### src/rtl/lcd_pkg.sv
// lcd_pkg -- shared definitions for the HD44780-style 4-bit LCD reader and writer.
//   lcd_state_t : bus-cycle state encoding (IDLE, SETUP, EHI1, ELO1, EHI2, HOLD, DONE)
//   DEF_*       : default timing constants in 27 MHz clock cycles
//   TMR_W       : width of the per-state cycle timer
//   cyc_load()  : converts a cycle count into the timer load value
package lcd_pkg;

  typedef enum logic [2:0] {
    ST_IDLE,
    ST_SETUP,
    ST_EHI1,
    ST_ELO1,
    ST_EHI2,
    ST_HOLD,
    ST_DONE
  } lcd_state_t;

  localparam int DEF_SETUP_CYC    = 2;      // 74 ns RS/RW setup before E rises
  localparam int DEF_EHIGH_CYC    = 8;      // 296 ns E high width
  localparam int DEF_ELOW_CYC     = 10;     // E low gap between nibbles
  localparam int DEF_HOLD_CYC     = 2;      // RW/RS hold after the last E fall
  localparam int DEF_POLL_TIMEOUT = 55000;  // 2 ms busy-poll limit

  localparam int TMR_W = 8;

  // The timer counts down to zero inclusive, so an N-cycle state loads N-1.
  function automatic logic [TMR_W-1:0] cyc_load(input int n);
    return (n > 0) ? TMR_W'(n - 1) : '0;
  endfunction

endpackage

### src/rtl/lcd_cycle_timer.sv
// lcd_cycle_timer -- loadable down-counter sequencing per-state cycle counts.
//   Clk, Reset : clock, synchronous active-high reset
//   load       : load load_val this cycle (takes priority over counting)
//   load_val   : cycles-minus-one for the state being entered
//   done       : high on the last cycle of the current count
module lcd_cycle_timer
  import lcd_pkg::*;
(
  input  logic             Clk,
  input  logic             Reset,
  input  logic             load,
  input  logic [TMR_W-1:0] load_val,
  output logic             done
);

  logic [TMR_W-1:0] count_reg;

  always_ff @(posedge Clk) begin
    if (Reset) begin
      count_reg <= '0;
    end else if (load) begin
      count_reg <= load_val;
    end else if (count_reg != '0) begin
      count_reg <= count_reg - TMR_W'(1);
    end
  end

  assign done = (count_reg == '0);

endmodule

### src/rtl/lcd_read.sv
// lcd_read -- 4-bit LCD read cycle generator with optional busy-flag polling.
//   Clk, Reset     : 27 MHz clock, synchronous active-high reset
//   Strb, RS, Poll : start request, register select, poll-until-not-busy (sampled when idle)
//   D_in[3:0]      : DB7..DB4 from the LCD
//   E, RW, RS_out  : LCD control lines (RW=1 means the top level tristates DB7..DB4)
//   Busy           : transaction in progress
//   D_out[7:0]     : assembled byte, high nibble first, updated only with Valid
//   Valid, Timeout : one-cycle pulses; Timeout marks a poll that gave up with busy still set
module lcd_read
  import lcd_pkg::*;
#(
  parameter int SETUP_CYC    = DEF_SETUP_CYC,
  parameter int EHIGH_CYC    = DEF_EHIGH_CYC,
  parameter int ELOW_CYC     = DEF_ELOW_CYC,
  parameter int HOLD_CYC     = DEF_HOLD_CYC,
  parameter int POLL_TIMEOUT = DEF_POLL_TIMEOUT
) (
  input  logic       Clk,
  input  logic       Reset,
  input  logic       Strb,
  input  logic       RS,
  input  logic       Poll,
  input  logic [3:0] D_in,
  output logic       E,
  output logic       RW,
  output logic       RS_out,
  output logic       Busy,
  output logic [7:0] D_out,
  output logic       Valid,
  output logic       Timeout
);

  localparam int             PW       = $clog2(POLL_TIMEOUT + 1);
  localparam logic [PW-1:0]  POLL_MAX = PW'(POLL_TIMEOUT);

  lcd_state_t       state_reg;
  logic             e_reg, rw_reg, rs_out_reg, busy_reg, valid_reg, timeout_reg;
  logic             poll_reg;
  logic [7:0]       stage_reg, d_out_reg;
  logic [PW-1:0]    poll_cnt_reg;

  logic             tmr_load, tmr_done;
  logic [TMR_W-1:0] tmr_val;
  logic             lcd_busy_flag, poll_again;

  // The busy flag is DB7 of a status read; it is only meaningful with RS=0.
  assign lcd_busy_flag = poll_reg && !rs_out_reg && stage_reg[7];
  assign poll_again    = lcd_busy_flag && (poll_cnt_reg < POLL_MAX);

  // Timer is reloaded on every state change that starts a timed state.
  always_comb begin
    tmr_load = 1'b0;
    tmr_val  = '0;
    case (state_reg)
      ST_IDLE, ST_DONE: if (Strb) begin tmr_load = 1'b1; tmr_val = cyc_load(SETUP_CYC); end
      ST_SETUP: if (tmr_done) begin tmr_load = 1'b1; tmr_val = cyc_load(EHIGH_CYC); end
      ST_EHI1:  if (tmr_done) begin tmr_load = 1'b1; tmr_val = cyc_load(ELOW_CYC);  end
      ST_ELO1:  if (tmr_done) begin tmr_load = 1'b1; tmr_val = cyc_load(EHIGH_CYC); end
      ST_EHI2:  if (tmr_done) begin tmr_load = 1'b1; tmr_val = cyc_load(HOLD_CYC);  end
      ST_HOLD:  if (tmr_done && poll_again) begin tmr_load = 1'b1; tmr_val = cyc_load(SETUP_CYC); end
      default: ;
    endcase
  end

  lcd_cycle_timer u_timer (
    .Clk      (Clk),
    .Reset    (Reset),
    .load     (tmr_load),
    .load_val (tmr_val),
    .done     (tmr_done)
  );

  always_ff @(posedge Clk) begin
    if (Reset) begin
      state_reg    <= ST_IDLE;
      e_reg        <= 1'b0;
      rw_reg       <= 1'b0;
      rs_out_reg   <= 1'b0;
      busy_reg     <= 1'b0;
      valid_reg    <= 1'b0;
      timeout_reg  <= 1'b0;
      poll_reg     <= 1'b0;
      stage_reg    <= 8'h00;
      d_out_reg    <= 8'h00;
      poll_cnt_reg <= '0;
    end else begin
      valid_reg   <= 1'b0;
      timeout_reg <= 1'b0;
      if (busy_reg && poll_cnt_reg != POLL_MAX) begin
        poll_cnt_reg <= poll_cnt_reg + PW'(1);
      end
      case (state_reg)
        // DONE accepts a new request directly so a held Strb drops RW for one cycle only.
        ST_IDLE, ST_DONE: begin
          state_reg <= ST_IDLE;
          if (Strb) begin
            state_reg    <= ST_SETUP;
            rs_out_reg   <= RS;
            poll_reg     <= Poll;
            rw_reg       <= 1'b1;
            busy_reg     <= 1'b1;
            poll_cnt_reg <= '0;
          end
        end
        ST_SETUP: if (tmr_done) begin
          state_reg <= ST_EHI1;
          e_reg     <= 1'b1;
        end
        ST_EHI1: if (tmr_done) begin
          state_reg       <= ST_ELO1;
          stage_reg[7:4]  <= D_in;
          e_reg           <= 1'b0;
        end
        ST_ELO1: if (tmr_done) begin
          state_reg <= ST_EHI2;
          e_reg     <= 1'b1;
        end
        ST_EHI2: if (tmr_done) begin
          state_reg      <= ST_HOLD;
          stage_reg[3:0] <= D_in;
          e_reg          <= 1'b0;
        end
        ST_HOLD: if (tmr_done) begin
          if (poll_again) begin
            state_reg <= ST_SETUP;
          end else begin
            state_reg   <= ST_DONE;
            d_out_reg   <= stage_reg;
            valid_reg   <= 1'b1;
            timeout_reg <= lcd_busy_flag;
            rw_reg      <= 1'b0;
            busy_reg    <= 1'b0;
          end
        end
        default: state_reg <= ST_IDLE;
      endcase
    end
  end

  assign E       = e_reg;
  assign RW      = rw_reg;
  assign RS_out  = rs_out_reg;
  assign Busy    = busy_reg;
  assign D_out   = d_out_reg;
  assign Valid   = valid_reg;
  assign Timeout = timeout_reg;

endmodule

### config.mk
export PLATFORM = sky130hd
export DESIGN_NAME = lcd_read
export DESIGN_NICKNAME = d
export VERILOG_FILES = /design/src/rtl/lcd_pkg.sv /design/src/rtl/lcd_cycle_timer.sv /design/src/rtl/lcd_read.sv
export SDC_FILE = /design/constraint.sdc
export NUM_CORES = 1
export LEC_CHECK = 0
export CAP_MARGIN = 20
export CORE_AREA = 2 2 62 76
export CTS_BUF_LIST = sky130_fd_sc_hd__clkbuf_4 sky130_fd_sc_hd__clkbuf_8
export DETAILED_ROUTE_END_ITERATION = 12
export DIE_AREA = 0 0 64 78
export GPL_ROUTABILITY_DRIVEN = 0
export HOLD_SLACK_MARGIN = 0.12
export PLACE_DENSITY = 0.79
export SYNTH_ARGS = -nofsm -noshare
export SYNTH_HDL_FRONTEND = slang
export SYNTH_HIERARCHICAL = 1
export SYNTH_SLANG_ARGS = --single-unit
### constraint.sdc
create_clock -name Clk -period 2.4 [get_ports Clk]
set_clock_uncertainty 0.1 [all_clocks]
set_input_delay 0.48 -clock Clk [delete_from_list [all_inputs] [get_ports Clk]]
set_output_delay 0.48 -clock Clk [all_outputs]
set_load 0.02 [all_outputs]
==> flow_metrics.py <==
metrics = {
    "outcome": {
        "outcome": "finished clean",
    },
    "grt": {
        "grt_pass1_wl_mm": 8.43,
        "antenna_found_initial": 0,
        "grt_max_degree": 32,
        "grtUsageTotal": 0.213,
        "overflow": 0,
        "grt_pass1_vias": 1872,
    },
    "floorplanning": {
        "die_width_microns": 64,
        "core_sq_um": 4200,
        "fp.dieH_microns": 78,
        "rows": 26,
        "die_area_sq_um": 4990,
        "ioPinCount": 23,
        "start_util": 0.578,
    },
    "clocking": {
        "clk_latency_ns": 0.31,
        "cts_tree": "built",
        "post_cts_buffers": 0,
        "clock-sinks": 49,
        "clk_pin_slew_ns": 0.09,
        "cts-buffers-inserted": 5,
        "root_buffer": "clkbuf_8",
        "clockBufferDepth": 2,
        "cts_max_level": 2,
    },
    "timing": {
        "maxSlewHeadroom": 0.597,
        "holdWs_ns": 0.373,
        "tightest_slew_ns": 0.597,
        "report.final.slew_viol_count": 0,
        "final_hold_viol_count": 0,
        "min_period_over_period": 0.934,
        "rsz0062_at_grt": "false",
        "fmax_mhz": 446,
        "setup_viol": 0,
        "layout_min_cycle_time_ns": 2.24,
        "fin_tns_setup_ns": 0,
    },
    "hold_path": {
        "hold_end": "D_out[2]",
        "hold_path_class": "register to register",
        "min_path_cells": 2,
        "min_from": "stage_reg[2]",
    },
    "detailed_routing": {
        "remaining_drc_errors": 0,
        "wl_mm": 5.03,
        "initialDrtViolationCount": 140,
        "dr_total_vias": 2022,
        "wl_per_cell_microns": 13.7,
        "final_antenna_net_count": 0,
        "vias_per_cell": 5.52,
        "drtPass1Iterations": 4,
    },
    "placed_design": {
        "dp_cells": 358,
        "dp_hpwl_mm": 3.51,
        "port-buffer-count": 22,
    },
    "layout": {
        "final_layout_size_suffix_gt1_frac": 0.106,
        "layout_commonest_cell": "dfxtp_1",
        "syn_to_final_growth_pct": 19.9,
        "mostFrequentLayoutCells": "49 x dfxtp_1, 28 x nor2_1, 22 x clkdlybuf4s50_1, 20 x nand2b_1",
        "final_cells": 366,
        "nFillCells": 331,
        "nets": 321,
        "antenna_cells": 0,
        "largest_reg_flops": 16,
    },
    "critical_path": {
        "r2r_start": "u_timer/count_reg[0]",
        "crit_arrival_ns": 2.37,
        "critical_path.max_fanout": 10,
        "r2r_slack_ns": 0.16,
        "cp_data_required_time_ns": 2.53,
        "crit_path_start_kind": "register",
        "rr_worst_depth": 8,
        "end_kind": "register",
        "timing.rr.end": "D_out[3]",
        "crit_type": "register to register",
    },
    "synthesis": {
        "synth_cell_types": 53,
        "synth-edff-count": 0,
        "synth-warning-count": 6,
        "async_reset_ff_frac": 0,
        "ys_seq_area_frac": 0.405,
        "syn-cell-area_sq_um": 2420,
        "synth_ff_type": "dfxtp_1",
        "synth_area_per_cell_sq_um": 8.88,
        "syn_inst": 273,
        "ys_seq_elements": 49,
    },
    "pwr": {
        "powerDensity_nw_per_um2": 898,
        "irDropWorstVdd_mv": 0.540,
        "p_leak_nw": 0.997,
    },
    "job": {
        "maxCapViolations": 0,
    },
}
[timing repair]
| action | CTS | global route |
|---|---|---|
| hold endpoints to repair | 0 | 0 |
| resized for setup | 0 | 1 |
| setup endpoints to repair | 0 | 1 |
| hold buffers | 0 | 0 |
[worst max path at each step]
stage                    startpoint                   end  slack, ns
5_1_grt        u_timer/count_reg[0]              D_out[3]       0.02
3_5_place_dp                   Strb  u_timer/count_reg[5]       0.11
2_1_floorplan  u_timer/count_reg[3]  u_timer/count_reg[0]       0.28
3_3_place_gp                   Strb  u_timer/count_reg[0]       0.21
4_1_cts        u_timer/count_reg[0]              D_out[3]       0.17
6_report       u_timer/count_reg[0]              D_out[3]       0.16
[synthesized netlist by cell type (7+ instances only)]
master	number	share of area
inv_1	11	0.017
xnor2_1	10	0.036
mux2i_1	19	0.078
nand2_1	19	0.029
dfxtp_1	49	0.40
nor3_1	8	0.017
nand2b_1	20	0.052
a31oi_1	7	0.018
clkbuf_1	8	0.012
a21oi_1	10	0.021
nor2_1	28	0.043
o21ai_0	9	0.019
[final cells by class]
| type | count | area (sq um) | area share |
|---|---|---|---|
| clock buffers | 6 | 76.3 | 0.0263 |
| clock inverters | 2 | 38.8 | 0.0134 |
| inverters | 11 | 41.3 | 0.0142 |
| multi-input cells | 204 | 1350 | 0.466 |
| flip-flops and latches | 49 | 981 | 0.338 |
| well taps | 56 | 70.1 | 0.0241 |
| repair buffers | 38 | 344 | 0.118 |
[logic make-up (layout without fill, tap and decap cells)]
family / count (synthesis) / in the layout / share of synthesized area
buffers and inverters: 23 / 57 / 0.0413
DFF: 49 / 49 / 0.405
AOI/OAI and AO/OA: 46 / 46 / 0.130
other: 1 / 4 / 0.00155
adders and majority gates: 3 / 3 / 0.0155
and+or+nand+nor: 116 / 116 / 0.270
muxes: 20 / 20 / 0.0831
xor gates and xnor gates: 15 / 15 / 0.0542
[stage by stage]
stage | total power, W | utilization | area [sq um] | worst slack, ns
3_5_place_dp | 0.00201 | 0.664 | 2790 | 0.111
4_1_cts | 0.00261 | 0.691 | 2900 | 0.173
6_report | 0.00261 | 0.692 | 2910 | 0.158
5_1_grt | 0.00276 | 0.692 | 2910 | 0.0169
3_3_place_gp | 0.00199 | 0.664 | 2790 | 0.211
2_1_floorplan | 0.00173 | - | 2430 | 0.281
[routing by layer]
layer / part of all wire / routed length [microns] / global-route usage
met4: 0.017 / 87 / 0.0804
met1: 0.46 / 2290 / 0.263
met5: 0 / 0 / 0
met3: 0.036 / 182 / 0.0435
met2: 0.49 / 2470 / 0.360
[report_power, final]
group | total [W] | switching (W) | internal, W
combinational | 0.000962 | 0.000489 | 0.000473
sequential | 0.00105 | 0.000130 | 0.000919
clock | 0.000597 | 0.000272 | 0.000324
total | 0.00261 | 0.000892 | 0.00172
[critical path: stages (launching register included)]
cell and delay (ns):
dfxtp_1 0.35, inv_1 0.10, ha_1 0.26, and4bb_1 0.32, nand4b_1 0.15, or2_0 0.22
o22ai_1 0.20, buf_6 0.21, mux2i_1 0.23
Note: power is estimated with default switching activity, not from simulation.
